$ cat src/rtl/packer_arbiter_pkg.sv
// Shared constants, lane index type and FSM encoding for the byte-lane packer/arbiter.
package packer_arbiter_pkg;

    localparam int unsigned NUM_LANES      = 4;
    localparam int unsigned BYTES_PER_WORD = 4;
    localparam int unsigned LANE_W         = 2;
    localparam int unsigned CNT_W          = 2;
    localparam int unsigned BYTE_W         = 8;
    localparam int unsigned WORD_W         = BYTES_PER_WORD * BYTE_W;
    localparam int unsigned BUS_W          = NUM_LANES * BYTE_W;

    typedef logic [LANE_W-1:0] lane_t;

    typedef enum logic {
        IDLE = 1'b0,
        PACK = 1'b1
    } state_t;

endpackage

$ cat src/rtl/packer_arbiter_rr_select.sv
// Combinational round-robin picker: first requesting lane after 'last', wrapping.
module rr_select
    import packer_arbiter_pkg::*;
(
    input  logic [NUM_LANES-1:0] req,
    input  lane_t                last,
    output logic [NUM_LANES-1:0] gnt,
    output lane_t                idx,
    output logic                 any
);

    lane_t cand;
    logic  found;

    // Scan last+1 .. last+4; the 2-bit add provides the mod-4 wrap.
    always_comb begin
        gnt   = '0;
        idx   = '0;
        cand  = '0;
        found = 1'b0;
        for (int unsigned i = 1; i <= NUM_LANES; i++) begin
            cand = last + LANE_W'(i);
            if (!found && req[cand]) begin
                found     = 1'b1;
                idx       = cand;
                gnt[cand] = 1'b1;
            end
        end
    end

    assign any = |req;

endmodule

$ cat src/rtl/packer_arbiter.sv
// Grants one byte lane round-robin and packs four of its bytes, MSB first, into a 32-bit word.
module packer_arbiter
    import packer_arbiter_pkg::*;
(
    input  logic                 clk_4f,
    input  logic                 reset,
    input  logic [NUM_LANES-1:0] req_in,
    input  logic [NUM_LANES-1:0] valid_in,
    input  logic [BUS_W-1:0]     data_in,
    output logic [NUM_LANES-1:0] gnt_out,
    output logic [WORD_W-1:0]    data_out,
    output logic                 valid_out,
    output lane_t                lane_out,
    output logic                 err_out
);

    state_t               state, state_d;
    logic [CNT_W-1:0]     byte_cnt, cnt_d;
    lane_t                last_lane, last_d;
    lane_t                cur_lane, cur_d;
    logic [NUM_LANES-1:0] gnt_d;
    logic [WORD_W-1:0]    data_d;
    logic                 valid_d;
    lane_t                lane_d;
    logic                 err_d;

    logic [NUM_LANES-1:0] rr_gnt;
    lane_t                rr_idx;
    logic                 rr_any;

    rr_select u_rr_select (
        .req  (req_in),
        .last (last_lane),
        .gnt  (rr_gnt),
        .idx  (rr_idx),
        .any  (rr_any)
    );

    // Byte offsets: granted lane's byte in data_in, and slot k counted down from [31:24].
    logic [4:0] lane_pos;
    logic [4:0] word_pos;
    assign lane_pos = {cur_lane, 3'b000};
    assign word_pos = {~byte_cnt, 3'b000};

    always_ff @(posedge clk_4f) begin
        if (reset) begin
            state     <= IDLE;
            byte_cnt  <= '0;
            last_lane <= LANE_W'(NUM_LANES - 1);
            cur_lane  <= '0;
            gnt_out   <= '0;
            data_out  <= '0;
            valid_out <= 1'b0;
            lane_out  <= '0;
            err_out   <= 1'b0;
        end else begin
            state     <= state_d;
            byte_cnt  <= cnt_d;
            last_lane <= last_d;
            cur_lane  <= cur_d;
            gnt_out   <= gnt_d;
            data_out  <= data_d;
            valid_out <= valid_d;
            lane_out  <= lane_d;
            err_out   <= err_d;
        end
    end

    always_comb begin
        state_d = state;
        cnt_d   = byte_cnt;
        last_d  = last_lane;
        cur_d   = cur_lane;
        gnt_d   = gnt_out;
        data_d  = data_out;
        valid_d = 1'b0;
        lane_d  = lane_out;
        err_d   = 1'b0;
        unique case (state)
            IDLE: begin
                gnt_d = '0;
                if (rr_any) begin
                    gnt_d   = rr_gnt;
                    cur_d   = rr_idx;
                    cnt_d   = '0;
                    state_d = PACK;
                end
            end
            PACK: begin
                if (valid_in[cur_lane]) begin
                    data_d[word_pos +: BYTE_W] = data_in[lane_pos +: BYTE_W];
                    cnt_d = byte_cnt + CNT_W'(1);
                    if (byte_cnt == CNT_W'(BYTES_PER_WORD - 1)) begin
                        valid_d = 1'b1;
                        lane_d  = cur_lane;
                        gnt_d   = '0;
                        last_d  = cur_lane;
                        cnt_d   = '0;
                        state_d = IDLE;
                    end
                end else if (byte_cnt == '0) begin
                    // Nothing captured yet: withdrawal leaves the rotation untouched.
                    if (!req_in[cur_lane]) begin
                        gnt_d   = '0;
                        state_d = IDLE;
                    end
                end else begin
                    err_d   = 1'b1;
                    data_d  = '0;
                    cnt_d   = '0;
                    gnt_d   = '0;
                    last_d  = cur_lane;
                    state_d = IDLE;
                end
            end
            default: state_d = IDLE;
        endcase
    end

endmodule

$ cat config.mk
export PLATFORM = sky130hd
export DESIGN_NAME = packer_arbiter
export DESIGN_NICKNAME = d
export VERILOG_FILES = /design/src/rtl/packer_arbiter_pkg.sv /design/src/rtl/packer_arbiter_rr_select.sv /design/src/rtl/packer_arbiter.sv
export SDC_FILE = /design/constraint.sdc
export NUM_CORES = 1
export LEC_CHECK = 0
export BUFFER_PORTS_ARGS = -buffer_cell sky130_fd_sc_hd__buf_2
export CELL_PAD_IN_SITES_DETAIL_PLACEMENT = 0
export CELL_PAD_IN_SITES_GLOBAL_PLACEMENT = 1
export CORE_UTILIZATION = 42
export DETAILED_ROUTE_END_ITERATION = 12
export GPL_TIMING_DRIVEN = 0
export HOLD_SLACK_MARGIN = 0.1
export MAX_ROUTING_LAYER = met4
export PLACE_DENSITY_LB_ADDON = 0.1
export SLEW_MARGIN = 20
export SYNTH_ARGS = -nofsm -noshare
export SYNTH_HDL_FRONTEND = slang
export SYNTH_HIERARCHICAL = 1
export SYNTH_SLANG_ARGS = --single-unit
$ cat constraint.sdc
create_clock -name clk_4f -period 5.55 [get_ports clk_4f]
set_input_delay 1.3875 -clock clk_4f [delete_from_list [all_inputs] [get_ports clk_4f]]
set_output_delay 1.3875 -clock clk_4f [all_outputs]
set_load 0.02 [all_outputs]
### Word level (Yosys, flattened, before mapping)

Index checks and enable logic that the tools add are counted.

| word-level totals | value |
|---|---|
| word-level logic and storage cells | 115 |
| output and inout port bits | 40 |
| input bits | 42 |
| register bits | 47 |

| cells by class | value |
|---|---|
| shifts and indexed selects | 3 |
| add/subtract/negate cells | 5 |
| reductions and logical operators | 20 |
| equality and inequality tests | 7 |
| multiplexer cells | 56 |
| bitwise logic cells | 6 |
| $lt $le $gt $ge | 9 |

Operator list:

| kind | count |
|---|---|
| $mux 32 | 2 |
| $mux 4 | 9 |
| $bwmux 32 | 1 |
| $shift 8x7->32 const A | 1 |
| $shiftx 32x6->8 | 1 |
| $shiftx 8x7->32 | 1 |
| $mux 2 | 11 |
| $mux 1 | 20 |
| $lt 2x3->1 const B | 5 |
| $bmux 1 s2 | 6 |
| $or 4x4->4 | 3 |
| $demux 1 s2 | 4 |
| $ge 2x1->1 const B | 4 |
| $pmux 4 s2 | 1 |
| $reduce_and 2->1 | 4 |
| $logic_and 1x1->1 | 7 |
| $neg 5->7 | 1 |
| $reduce_and 3->1 | 2 |
| $reduce_or 3->1 | 2 |
| $add 2x1->2 const B | 2 |
| $add 2x2->2 const B | 2 |
| $ne 2x2->1 const B | 2 |
| $ne 4x4->1 const B | 1 |
| $pmux 2 s2 | 1 |
| other kinds (10) | 13 |

### Logic depth before layout (Yosys ltp)

| depth | value |
|---|---|
| word-level depth | 15 |
| gate-level depth with buffers | 10 |

### By module

The synthesis kept the hierarchy.

By module, submodules not included:

| module | cells an instance | area each (um^2) | sequential area each (um^2) | instances |
|---|---|---|---|---|
| packer_arbiter | 178 | 2134.5 | 940.9 | 1 |
| rr_select | 70 | 540.5 | 0.0 | 1 |

### Worst setup path before layout

OpenSTA, ideal clock, no wires.

| timing path | value |
|---|---|
| path type | input port to flip-flop |
| start | input port req_in[2] |
| end | register gnt_out[0] |
| stages | 6 |
| arrival | 2.642 ns |
| setup time | 0.117 ns |
| path slack | 2.791 ns |
| cells stage by stage | buf_4 > mux4_2 > nand2_1 > o21ai_1 > a221o_1 > a22o_1 |

| between the ends | value |
|---|---|
| word-level cells in the longest chain between the ends | 14 |
| elaborated cells between the ends (all ways) | 31 |
| those cells by class | eq/ne (1); mux (19); bitwise (3); reduce/logical (8) |

Ends and longest elaborated chain:

| element | RTL line | text |
|---|---|---|
| from (decl) | packer_arbiter.sv:7 | `input logic [NUM_LANES-1:0] req_in,` |
| $bmux 1 s2 | packer_arbiter_rr_select.sv:23 | `if (!found && req[cand]) begin` |
| $mux 1 (not written as such) | packer_arbiter_rr_select.sv:23 |  |
| $mux 1 | packer_arbiter_rr_select.sv:23 |  |
| $logic_not 1->1 | packer_arbiter_rr_select.sv:23 |  |
| $logic_and 1x1->1 | packer_arbiter_rr_select.sv:23 |  |
| $mux 1 | packer_arbiter_rr_select.sv:23 |  |
| $logic_not 1->1 | packer_arbiter_rr_select.sv:23 |  |
| $logic_and 1x1->1 | packer_arbiter_rr_select.sv:23 |  |
| $mux 1 | packer_arbiter_rr_select.sv:23 |  |
| $logic_not 1->1 | packer_arbiter_rr_select.sv:23 |  |
| $logic_and 1x1->1 | packer_arbiter_rr_select.sv:23 |  |
| $mux 4 (*) | packer_arbiter_rr_select.sv:23 |  |
| via rr_gnt[0] | packer_arbiter.sv:27 | `logic [NUM_LANES-1:0] rr_gnt;` |
| $mux 4 (*) | packer_arbiter.sv:82 | `if (rr_any) begin` |
| $pmux 4 s2 (*) | packer_arbiter.sv:79 | `unique case (state)` |
| to (signal assigned) | packer_arbiter.sv:61 | `gnt_out <= gnt_d;` |
| to (decl) | packer_arbiter.sv:10 | `output logic [NUM_LANES-1:0] gnt_out,` |

The timed path passes the listed nets; every way through them passes the cells marked *. The select of a mux whose other input is x is not followed.
A chain may end at the register's enable or synchronous reset.

### Worst setup path in the final report

| timing path | value |
|---|---|
| start | register last_lane[0] |
| end | register gnt_out[0] |

| between the ends | value |
|---|---|
| word-level cells in the longest chain between the ends | 15 |
| elaborated cells between the ends (all ways) | 49 |
| those cells by class | add/sub (3); order compare (8); mux (25); bitwise (3); reduce/logical (10) |

Ends and longest elaborated chain:

| element | RTL line | text |
|---|---|---|
| from (decl) | packer_arbiter.sv:19 | `lane_t last_lane, last_d;` |
| from (signal assigned) | packer_arbiter.sv:49 | `last_lane <= LANE_W'(NUM_LANES - 1);` |
| from (signal assigned) | packer_arbiter.sv:59 | `last_lane <= last_d;` |
| branches (longest 12 deep; another with $lt 2x3->1) | - |  |
| $mux 4 (*) | packer_arbiter_rr_select.sv:23 |  |
| via rr_gnt[0] | packer_arbiter.sv:27 |  |
| $mux 4 (*) | packer_arbiter.sv:82 |  |
| $pmux 4 s2 (*) | packer_arbiter.sv:79 |  |

Mark *: on every way through the listed nets, which the timed path passes. The select of a mux whose other input is x is not followed.

==> impl.org <==
** Synthesis
- Most area-hungry cell type in the Yosys netlist :: sky130_fd_sc_hd__dfxtp_1
- The Yosys step of the flow raised 6 warnings.
- Counting instances in the post-synthesis netlist gives the leading cell types as sky130_fd_sc_hd__dfxtp_1, sky130_fd_sc_hd__a22o_1, sky130_fd_sc_hd__nand2_1.
- Post-synthesis net count :: 303
- Yosys instantiated no cell more often than sky130_fd_sc_hd__dfxtp_1.
- Ranking of synthesized cells by area :: sky130_fd_sc_hd__dfxtp_1, sky130_fd_sc_hd__a22o_1, sky130_fd_sc_hd__mux4_2
- The top cell type by area accounts for between 30% and 40% of the synthesized area.
- After synthesis, flip-flops and latches occupy 35.2% of the total area.
- Yosys cell types :: between 50 and 60
- Number of instances in the synthesized netlist :: 248
- EDFF count, synth :: 0
- Async SR Flop Fraction :: 0%
- Post-synthesis sequential element count :: 47
- The mapped netlist covers 2680 um2.
- Among all flip-flop cells after synthesis, the most frequent one is sky130_fd_sc_hd__dfxtp_1.
- Average instance area after synthesis :: 10.8 um2

** CTS
- CTS-repair resized insts :: 0
- Post-CTS Hold Buffers :: 0
- The longest clock path from root to sink contains 2 buffers.
- H-Tree Level Count :: 2
- Root Buffer :: sky130_fd_sc_hd__clkbuf_8
- Clock transition at path regs :: around 0.090 ns
- TritonCTS built the clock tree.
- The number of setup buffers added after CTS is 0.
- Clock Sinks :: 47
- Clock latency at the later pin of the worst-skew pair :: 0.31 ns
- Counting the buffers created by CTS gives 5.

** Power and ir drop
- Worst IR Drop VDD :: 0.119 mV
- Total power of the final layout :: about 730 uW
- Combinational group share of total power :: a little over a fifth
- P per Cell Area :: 225 nW/um2
- LEAKAGE :: 1.43 nW
- Total internal power :: 504 uW
- Switching Fraction :: roughly a third
- Per report_power, the clock group accounts for 30.3% of the total.
- Net switching power of the design :: 230 uW
- Portion of total power attributed to sequential cells :: 48.4%

** Floorplan
- Die outline height :: around 80 um
- In this run the count of I/O pins placed on the die edge is 82.
- In this run the standard cell core region covers 6030 um2.
- The die covers 6690 um2.
- The die is 81.8 um wide.
- For this configuration, the core starts out at a cell density of between 40 and 50%.
- Number of core rows :: 28

** Global route
- Largest net degree at the start of global routing :: 18
- The first global-routing pass estimated ~11,000 um of wire.
- After global routing the overflow that remains totals 0.
- The via count of the first global-routing pass is 2,157.
- Global routing used 23.1% of the available tracks across all layers.
- Antenna violations before repair :: 0

** Setup path
- Worst reg-to-reg path cell count :: 9
- In this design, the stage delay of the slowest critical-path cell is 0.60 ns.
- Count of buffer and inverter cells on the critical path :: 3
- Launch point of the worst path :: last_lane[0]
- STA puts the critical path data required time at roughly 5.8 ns.
- In this run the critical register-to-register path is launched from last_lane[0].
- Cell with the largest stage delay on the worst path :: sky130_fd_sc_hd__dfxtp_1
- Element type at the critical path start :: flop
- Along the worst path, the maximum fanout reaches 10.
- The critical path is of the flop to flop type.
- Cells along the critical path :: buf_6 > inv_1 > ha_1 > clkbuf_1 > mux4_2 > nand2_1 > o21ai_1 > a221o_1 > a22o_1
- In this design, the largest share of critical-path delay is due to buffers and inverters.
- Worst setup EP type :: flop
- In this run the number of cells on the critical path is 9.
- Data arrival time of the critical path :: around 3.1 ns

** Timing
- The worst pin sits at a relative slew slack of between 40% and 50%.
- Transition time at the pin with the least slew margin :: around 0.83 ns
- The final number of hold-violating endpoints is 0.
- The final critical path takes up 52.0% of the cycle.
- Setup violations remaining at the end of the flow were counted as 0.
- Between clock sinks in the finished design, the worst skew comes to between 0.015 and 0.02 ns.
- Counting I/O delays and the setup requirement, the final critical path takes 2.88 ns.
- Final slew viol count :: 0
- Sum of negative setup slack :: 0 ns
- Based on the critical path, the design can be clocked at up to between 300 and 400 MHz.
- Setup repair after global routing left no endpoint under its margin.

** Worst hold path
- The tightest min-delay check is of the flop to flop type.
- The worst hold path passes through 2 cells.
- The worst hold path begins at lane_out[0].

** Routing
- Once detail routing completed, the nets flagged for antenna violations numbered 0.
- Count of TritonRoute iterations in the first routing pass :: 4
- Total routed wirelength :: 7110 um
- Via-per-instance ratio :: 5.73
- Wirelength per Cell :: 17.3 um
- After the first detailed-routing iteration, the DRC count stood at 140.
- In the routed design, unresolved DRC markers number 0.
- Detailed routing inserted a total of 2,353 vias.

** Layout
- Cells fill a little over half of the core in the end.
- Relative to the synthesized area, the layout overhead comes to 22.0%.
- The filler cells instantiated in the layout total 574.
- Combined area of the multi-input logic cells :: 1620 um2
- Ant diodes :: 0
- Registers take 941 um2.
- For this run, the post-layout net count is 390.
- Of the cells placed in the final design, the portion with a size suffix greater than 1 is 37.2%.

** Place
- Once detailed placement completed, the half-perimeter wirelength came to 5440 um.
- In this run the tool buffered the top-level ports with 80 buffer cells.
- At the end of routability-driven placement, the weighted congestion stood at 0.822.

** Outcome
- The flow ran to the end, and the final reports show no timing, DRC or antenna violations.

** Run
- Count of maximum capacitance violations :: 0
-- worst register-to-register path, cell delays in order (launching register included) --
cell and delay, ns:
sky130_fd_sc_hd__dfxtp_1 0.60, sky130_fd_sc_hd__buf_6 0.20, sky130_fd_sc_hd__inv_1 0.13, sky130_fd_sc_hd__ha_1 0.31
sky130_fd_sc_hd__clkbuf_1 0.41, sky130_fd_sc_hd__mux4_2 0.49, sky130_fd_sc_hd__nand2_1 0.11, sky130_fd_sc_hd__o21ai_1 0.06
sky130_fd_sc_hd__a221o_1 0.27, sky130_fd_sc_hd__a22o_1 0.21
-- final cells by class --
| class | instances | share of cell area, % |
|---|---|---|
| inverter | 10 | 1.15 |
| multi-input combinational | 178 | 49.6 |
| sequential | 47 | 28.8 |
| clock inverter | 3 | 0.767 |
| clock buffer | 5 | 2.11 |
| buffer | 13 | 2.42 |
| tap | 75 | 2.88 |
| timing repair buffer | 80 | 12.3 |
-- metrics by stage --
step	worst slack [ns]	std cells	cell area [um2]	hold WS, ns
2_1_floorplan	2.79	248	2680	0.524
3_3_place_gp	2.53	403	3170	0.438
3_5_place_dp	2.51	403	3170	0.447
4_1_cts	2.67	411	3260	0.460
5_1_grt	2.46	411	3260	0.488
6_report	2.67	411	3260	0.454
-- flip-flops by register name, summed over array words and instances, names as in the netlist --
signal and cells:
valid_out 1, lane_out 2, cur_lane 2, err_out 1
data_out 32, byte_cnt 2, gnt_out 4, last_lane 2
state 1
-- placed cells by master (no fill, tap or decap), types with 3 or more instances in the layout --
cell,n
sky130_fd_sc_hd__clkbuf_1,4
sky130_fd_sc_hd__nor3_1,5
sky130_fd_sc_hd__nor2_1,10
sky130_fd_sc_hd__a21oi_1,5
sky130_fd_sc_hd__nand3_1,4
sky130_fd_sc_hd__a221o_1,4
sky130_fd_sc_hd__buf_4,3
sky130_fd_sc_hd__clkbuf_8,5
sky130_fd_sc_hd__nor4_4,3
sky130_fd_sc_hd__mux4_2,11
sky130_fd_sc_hd__buf_2,83
sky130_fd_sc_hd__nand2_1,18
sky130_fd_sc_hd__o21ai_0,5
sky130_fd_sc_hd__mux2i_1,6
sky130_fd_sc_hd__nor2b_1,8
sky130_fd_sc_hd__o22ai_1,3
sky130_fd_sc_hd__ha_1,13
sky130_fd_sc_hd__mux2_2,4
sky130_fd_sc_hd__inv_1,10
sky130_fd_sc_hd__nand2b_1,3
sky130_fd_sc_hd__o21ai_1,4
sky130_fd_sc_hd__a22o_1,35
sky130_fd_sc_hd__dfxtp_1,47
-- routing by layer --
layer  global-route usage [%]  vias up  wire length, um
met3                     3.89        8              290
met4                     7.37        0               95
met2                     35.7       57             3410
met5                        -        -                0
met1                     30.6     1154             3320
li1                         -     1134                -
-- final timing paths --
path / endpoint / slack [ns]
max: gnt_out[0] / 2.67
min: lane_out[0] / 0.45
max reg2reg: gnt_out[0] / 2.67
min reg2reg: lane_out[0] / 0.45
-- cells by family after synthesis --
| family | count (synthesis) | share of synthesized area (%) |
|---|---|---|
| AO/OA/AOI/OAI | 74 | 23.6 |
| AND/OR/NAND/NOR | 69 | 16.6 |
| flip-flops | 47 | 35.2 |
| buffers and inverters | 23 | 4.35 |
| multiplexers | 22 | 14.2 |
| adder cells (fa/ha/maj) | 13 | 6.08 |
-- power by group through the flow --
stage	Combinational, mW	Sequential, mW	Clock, mW
after floorplan	0.102	0.369	0
after global placement	0.154	0.363	0
after detailed placement	0.155	0.363	0
after CTS	0.156	0.355	0.226
after global routing	0.169	0.357	0.239
final	0.156	0.355	0.222
(Power assumes the default switching activity.)
